--- config.mk ---
export PLATFORM = sky130hd
export DESIGN_NAME = sram_arbiter
export DESIGN_NICKNAME = d
export VERILOG_FILES = /design/src/rtl/sram_arb_pkg.sv /design/src/rtl/sram_arb_select.sv /design/src/rtl/sram_arbiter.sv
export SDC_FILE = /design/constraint.sdc
export NUM_CORES = 1
export LEC_CHECK = 0
export ABC_AREA = 1
export ABC_CLOCK_PERIOD_IN_PS = 4200
export CELL_PAD_IN_SITES_DETAIL_PLACEMENT = 1
export CELL_PAD_IN_SITES_GLOBAL_PLACEMENT = 1
export CORE_UTILIZATION = 27
export CTS_CLUSTER_SIZE = 24
export DETAILED_ROUTE_END_ITERATION = 8
export PLACE_DENSITY_LB_ADDON = 0.12
export SLEW_MARGIN = 20
export SYNTH_ARGS = -nofsm -noshare
export SYNTH_HDL_FRONTEND = slang
export SYNTH_SLANG_ARGS = --single-unit
--- constraint.sdc ---
create_clock -name clk -period 4.2 [get_ports clk]
set_clock_uncertainty 0.1 [all_clocks]
set_input_delay 0.84 -clock clk [delete_from_list [all_inputs] [get_ports clk]]
set_output_delay 0.84 -clock clk [all_outputs]
set_load 0.05 [all_outputs]
--- src/rtl/sram_arb_pkg.sv ---
// rtl/sram_arb_pkg.sv - shared types and constants for the SRAM arbiter
//
// Contents:
//   arb_state_e  FSM encoding: IDLE, ISSUE, ACCEPT, BUSY
//   NUM_PORTS    number of requesters (2)
//   PORT_CPU     port index of the CPU requester (0)
//   PORT_DMA     port index of the video/DMA requester (1)
//   port_onehot  port index -> one-hot done vector

package sram_arb_pkg;

  typedef enum logic [1:0] {
    IDLE   = 2'd0,
    ISSUE  = 2'd1,
    ACCEPT = 2'd2,
    BUSY   = 2'd3
  } arb_state_e;

  localparam int   NUM_PORTS = 2;
  localparam logic PORT_CPU  = 1'b0;
  localparam logic PORT_DMA  = 1'b1;

  function automatic logic [NUM_PORTS-1:0] port_onehot(input logic port);
    return (port == PORT_DMA) ? 2'b10 : 2'b01;
  endfunction

endpackage

--- src/rtl/sram_arb_select.sv ---
// rtl/sram_arb_select.sv - combinational winner picker for the SRAM arbiter
//
// Build option: SRAM_ARB_ROUND_ROBIN_EN
//   defined   - on a tie the port that did not win last time is picked
//   undefined - fixed priority, PORT_CPU wins every tie
//
// Ports:
//   req_i        in  NUM_PORTS  pending requests
//   last_grant_i in  1          port that completed the previous transaction
//   grant_o      out 1          chosen port index
//   valid_o      out 1          at least one request is pending

import sram_arb_pkg::*;

module sram_arb_select (
  input  logic [NUM_PORTS-1:0] req_i,
  input  logic                 last_grant_i,
  output logic                 grant_o,
  output logic                 valid_o
);

`ifndef SRAM_ARB_ROUND_ROBIN_EN
  // History is still tracked by the top; fixed priority simply ignores it.
  logic unused_last_grant;
  assign unused_last_grant = last_grant_i;
`endif

  always_comb begin
    valid_o = |req_i;
    grant_o = PORT_CPU;
    if (req_i[PORT_DMA] && !req_i[PORT_CPU]) begin
      grant_o = PORT_DMA;
    end
`ifdef SRAM_ARB_ROUND_ROBIN_EN
    else if (req_i[PORT_DMA] && req_i[PORT_CPU]) begin
      grant_o = ~last_grant_i;
    end
`endif
  end

endmodule

--- src/rtl/sram_arbiter.sv ---
// rtl/sram_arbiter.sv - shares one sram_driver between a CPU port and a video/DMA port
//
// Build option: SRAM_ARB_ROUND_ROBIN_EN (tie-break policy, handled in sram_arb_select)
//
// Parameters:
//   ADDR_W  address width of the driver bus (13)
//   DATA_W  data width of the driver buses (8)
//
// Ports:
//   clk, reset           clock, synchronous active-high reset
//   req[1:0], we[1:0]    per-port request and write flag (held until done)
//   addr0/addr1          per-port address
//   wdata0/wdata1        per-port write data
//   done[1:0]            one-cycle completion pulse for the served port
//   rdata                read data, valid while done pulses for a read
//   mem_start/mem_re     driver start strobe and read select
//   mem_address          driver address
//   mem_data_write       driver write data
//   mem_ready            driver idle/complete indication
//   mem_data_read        driver read data

import sram_arb_pkg::*;

module sram_arbiter #(
  parameter int ADDR_W = 13,
  parameter int DATA_W = 8
) (
  input  logic              clk,
  input  logic              reset,
  input  logic [1:0]        req,
  input  logic [1:0]        we,
  input  logic [ADDR_W-1:0] addr0,
  input  logic [ADDR_W-1:0] addr1,
  input  logic [DATA_W-1:0] wdata0,
  input  logic [DATA_W-1:0] wdata1,
  output logic [1:0]        done,
  output logic [DATA_W-1:0] rdata,
  output logic              mem_start,
  output logic              mem_re,
  output logic [ADDR_W-1:0] mem_address,
  output logic [DATA_W-1:0] mem_data_write,
  input  logic              mem_ready,
  input  logic [DATA_W-1:0] mem_data_read
);

  arb_state_e        state_q, state_d;
  logic              grant_q, grant_d;
  logic              last_grant_q, last_grant_d;
  logic [1:0]        done_q, done_d;
  logic [DATA_W-1:0] rdata_q, rdata_d;
  logic              mem_start_q, mem_start_d;
  logic              mem_re_q, mem_re_d;
  logic [ADDR_W-1:0] mem_address_q, mem_address_d;
  logic [DATA_W-1:0] mem_data_write_q, mem_data_write_d;

  logic sel_grant;
  logic sel_valid;

  sram_arb_select u_select (
    .req_i        (req),
    .last_grant_i (last_grant_q),
    .grant_o      (sel_grant),
    .valid_o      (sel_valid)
  );

  always_ff @(posedge clk) begin
    if (reset) begin
      state_q          <= IDLE;
      grant_q          <= PORT_CPU;
      last_grant_q     <= PORT_DMA;
      done_q           <= '0;
      rdata_q          <= '0;
      mem_start_q      <= 1'b0;
      mem_re_q         <= 1'b0;
      mem_address_q    <= '0;
      mem_data_write_q <= '0;
    end else begin
      state_q          <= state_d;
      grant_q          <= grant_d;
      last_grant_q     <= last_grant_d;
      done_q           <= done_d;
      rdata_q          <= rdata_d;
      mem_start_q      <= mem_start_d;
      mem_re_q         <= mem_re_d;
      mem_address_q    <= mem_address_d;
      mem_data_write_q <= mem_data_write_d;
    end
  end

  always_comb begin
    state_d          = state_q;
    grant_d          = grant_q;
    last_grant_d     = last_grant_q;
    done_d           = '0;
    rdata_d          = rdata_q;
    mem_start_d      = 1'b0;
    mem_re_d         = mem_re_q;
    mem_address_d    = mem_address_q;
    mem_data_write_d = mem_data_write_q;

    unique case (state_q)
      IDLE: begin
        // The cycle right after done is skipped so the finished requester
        // has time to drop req before it could be granted again.
        if (mem_ready && sel_valid && (done_q == 2'b00)) begin
          grant_d          = sel_grant;
          mem_re_d         = ~we[sel_grant];
          mem_address_d    = (sel_grant == PORT_DMA) ? addr1 : addr0;
          mem_data_write_d = (sel_grant == PORT_DMA) ? wdata1 : wdata0;
          mem_start_d      = 1'b1;
          state_d          = ISSUE;
        end
      end
      ISSUE: begin
        state_d = ACCEPT;
      end
      ACCEPT: begin
        // ready falling means the driver has latched the job.
        if (!mem_ready) begin
          state_d = BUSY;
        end
      end
      BUSY: begin
        if (mem_ready) begin
          if (mem_re_q) begin
            rdata_d = mem_data_read;
          end
          done_d       = port_onehot(grant_q);
          last_grant_d = grant_q;
          state_d      = IDLE;
        end
      end
      default: begin
        state_d = IDLE;
      end
    endcase
  end

  assign done           = done_q;
  assign rdata          = rdata_q;
  assign mem_start      = mem_start_q;
  assign mem_re         = mem_re_q;
  assign mem_address    = mem_address_q;
  assign mem_data_write = mem_data_write_q;

endmodule

Word level (Yosys, flattened, before mapping)
Cells that the tools add are included.

cells by class
  bitwise operators = 4
  reduce and logical (&&, ||, !) cells = 12
  equal/unequal tests = 6
  multiplexer cells = 11
  order comparisons = 1

operators with widths
  kind                                                                    count
  13-bit 2-to-1 mux                                                       1
  2-bit 2-to-1 mux                                                        4
  8-bit 2-to-1 mux                                                        1
  2-bit case mux with 4 select lines                                      1
  2-bit inequality test (second input constant)                           3
  3-bit AND reduction                                                     2
  2-bit equality test (second input constant)                             2
  2-bit logical NOT                                                       2
  1-bit 2-to-1 mux                                                        4
  1-bit inverter                                                          4
  2-bit OR reduction                                                      2
  1-bit logical AND                                                       3
  3-bit OR reduction                                                      1
  2-bit by 1-bit equality test with 1-bit output (second input constant)  1
  1-bit by 2-bit < comparator with 1-bit output (second input constant)   1
  2-bit AND reduction                                                     1
  1-bit logical NOT                                                       1

word-level totals
  bits of input ports = 57
  bits in registers = 36

Depth between registers and ports, before layout
  depth in word-level cells = 6
  mapped depth = 8
  depth with buffers taken out = 7

Hierarchy
From an unflattened synthesis, not the netlist that was laid out.

second synthesis, totals
  cells, all modules = 295
  area, all modules = 1823.0 sq um

by module, submodules not included
  module           area each (sq um)  instances  cells each
  sram_arbiter     1808.0             1          291
  sram_arb_select  15.0               1          4

Worst setup path before layout
OpenSTA, ideal clock, no wires.

  kind = input to register
  start = in req[0]
  end = reg mem_re_q, in the netlist mem_re
  data required time = 3.982 ns
  stages = 7
  arrival time = 1.502 ns
  path slack = 2.480 ns
  cell sequence = inv_1 > nand2_1 > inv_1 > buf_4 > nor2_1 > nor3_1 > nor2_1

on the way
  word-level cells in the longest chain between the ends = 6
  elaborated cells on any way between the ends = 10

ends and longest elaborated chain
  element                                              RTL line               source
  from (decl)                                          sram_arbiter.sv:30     input logic [1:0] req,
  1-bit logical NOT                                    sram_arb_select.sv:31  if (req_i[PORT_DMA] && !req_i[PORT_CPU]) begin
  1-bit logical AND                                    sram_arb_select.sv:31
  1-bit 2-to-1 mux                                     sram_arb_select.sv:31
  1-bit 2-to-1 mux (not written as such) (2 in a row)  sram_arbiter.sv:107    mem_re_d = ~we[sel_grant];
  1-bit inverter                                       sram_arbiter.sv:107
  to (signal assigned)                                 sram_arbiter.sv:84     mem_re_q <= mem_re_d;
  to (decl)                                            sram_arbiter.sv:52     logic mem_re_q, mem_re_d;

Several ways; a longest one is shown, not always the timed one. The select of a mux whose other input is x is not followed.
A chain may end at the register's enable or synchronous reset.

Worst setup path in the final report
  start = reg mem_re_q, in the netlist mem_re
  end = out mem_re

RTL lines
  element    RTL line            source
  to (decl)  sram_arbiter.sv:39  output logic mem_re,

No word-level cell between the ends.

==> reports/qor.yml <==
yosys:
  synth_nets: 301
  synth-main-ff-cell: "dfxtp_1"
  async_reset_ff_share_pct: 0
  synthDistinctLibCells: 20
  synth_xor_area_share_pct: 0
  syn_area_um2: 1620
  seq_area_frac_synth_pct: 44.4
  synth_top_cell_area_share_pct: 44.4
  muxShareOfSynthArea_pct: 0
  synthAdderAreaFrac_pct: 2.31
  synth.area.top_cells: "dfxtp_1 (44%), nand2_1 (25%), a21oi_1 (9.9%)"
  synth_top_family_by_area: "simple AND/OR/NAND/NOR gates"
  synth-seq-cells: 36
  synth_edf_count: 0
  synth_area_leader_cell: "dfxtp_1"
  synth-compound-area-share_pct: 13.4
  yosysWarnings: 0
  synth-simple-area-share_pct: 31.1
  syn-instance-count: 241
  avgSynthCellArea_um2: 6.73
clock_tree:
  clk_pin_slew_ps: 80
  numCtsBuffers: 5
  cts-root-buf: "clkbuf_8"
  cts_tree: "done"
  clk_latency_ps: 280
  cts_max_path_buffers: 2
  ctsHtreeMaxLevel: 2
  cts.sinks: 36
  postCtsSetupRepairBufs: 0
  ctsHoldBuffers: 0
  post_cts_resized: 0
setup_path:
  cp_data_required_time_ps: 3260
  crit_family: "buffers and inverters"
  critPathBufInv: 1
  arrival_ps: 1470
  crit_path_end_kind: "primary output"
  crit_path_max_incr_delay_ps: 820
  crit_chain: "clkdlybuf4s50_1"
  slowest_stage: "clkdlybuf4s50_1"
  cp_max_fo: 3
  start_kind: "flop"
  crit_type: "reg2out"
routing:
  via_count: 1800
  drt-vias-per-instance: 4.50
  first_pass_iters: 4
  ant_nets: 0
  totalWireLength_mm: 4.97
  drt_iter0_drc: 48
  wl_per_cell_um: 12.4
  post-route-drc-count: 0
timing:
  rsz0062_at_grt: "no"
  holdWs_ps: 348
  drv_slew: 0
  maxSlewHeadroom_pct: 55.0
  tightest_slew_ps: 675
  fin_crit_ps: 2410
  setup_viol: 0
  setup_tns_ps: 0
  hold_violations: 0
  min_period_over_period_pct: 57.3
  fmax_mhz: 416
global_routing:
  grt_util_all_layers_pct: 17.4
  grt_pass1_wl_mm: 8.45
  grt_pass1_vias: 1857
  grt_max_degree: 26
  grt.overflow.total: 0
  antenna_found_initial: 0
place:
  place_congestion: 0.722
  hpwl_mm: 3.65
  dp_cells: 392
  port_buffers: 89
finish:
  antenna_cells: 0
  drive_gt1_share_pct: 3.96
  nets: 387
  instances_no_fill: 400
  area_delta_synth_final_pct: 64.1
  layout_common_cells: "nand2_1 (110), clkdlybuf4s50_1 (89), dfxtp_1 (36), a21oi_1 (32), inv_1 (18)"
  layout_commonest_cell: "nand2_1"
pwr:
  peakVddDrop_v: 0.000170
  power.leakage_uw: 0.00109
  powerDensity_nw_per_um2: 436
floorplanning:
  core-area_um2: 5640
  ios: 90
  die_area_um2: 6320
  initial_core_util_pct: 28.8
  placementRows: 27
  die_y_um: 79.5
  chipWidth_um: 79.5
job:
  drv_cap: 0
worst_hold_path:
  hold_class: "reg2reg"
run_status:
  status: "finished clean"
==> Yosys cell counts, types with 3 or more instances <==
master,count
nand3_1,3
dfxtp_1,36
nor2_1,9
nand2_1,110
buf_2,5
inv_1,18
clkbuf_1,3
o21ai_0,10
a21oi_1,32
ha_1,3
buf_4,3
==> cells by family (layout without fill, tap and decap cells) <==
family,count (synthesis),count (layout)
flops,36,36
compound gates,43,43
buf+inv,31,118
simple gates,128,128
fa+ha+maj,3,3
==> report_power, final <==
part           total [uW]  internal, uW  leakage, uW  switching [uW]
Clock                 307           176    0.0000541             131
Combinational         440           168     0.000746             272
Sequential            415           388     0.000293            26.6
Total                1160           732      0.00109             430
==> stage by stage <==
stage | instance area [um2] | total power (uW) | setup slack (ps) | utilization, %
final | 2660 | 1160 | 1790 | 47.2
after detailed placement | 2550 | 868 | 1460 | 45.2
after floorplan | 1620 | 705 | 2480 | -
after global routing | 2660 | 1240 | 1540 | 47.2
after global placement | 2550 | 862 | 1490 | 45.2
after CTS | 2660 | 1180 | 1760 | 47.2
==> state kept, by name, summed over array words and instances, names as in the netlist <==
name	cells
mem_start	1
mem_data_write	8
mem_re	1
grant_q	1
rdata	8
mem_address	13
done	2
state_q	2
==> metal layers <==
metal,wire length (um),global-route usage [%],share of wire (%)
met4,79,6.55,1.6
met5,0,0,0
met2,2470,31.0,50
met3,247,4.11,5.0
met1,2180,20.0,44
==> area by class of cell <==
type,count,area [um2]
Clock buffer,5,68.8
Clock inverter,3,42.5
Fill cell,723,2980
Inverter,18,67.6
Multi-Input combinational cell,174,761
Sequential cell,36,721
Tap cell,72,90.1
Timing Repair Buffer,92,913
==> final timing paths <==
| path | slack [ps] | end | depth (start not counted) | from |
|---|---|---|---|---|
| worst min-delay path | 350 | rdata[0]$_SDFFE_PP0P_ | 2 | rdata[0]$_SDFFE_PP0P_ |
| worst max-delay path | 1790 | mem_re | 1 | mem_re$_SDFFE_PP0P_ |
| worst max register to register | 2560 | mem_data_write[3]$_SDFFE_PP0P_ | 6 | state_q[0]$_SDFFE_PP0P_ |
| worst min register to register | 350 | rdata[0]$_SDFFE_PP0P_ | 2 | rdata[0]$_SDFFE_PP0P_ |
==> worst min-delay path: stages, from the launching register on <==
cell,delay [ps]
dfxtp_1,310
inv_1,50
a21oi_1,50
No activity file was read; power rests on OpenSTA's default activity.
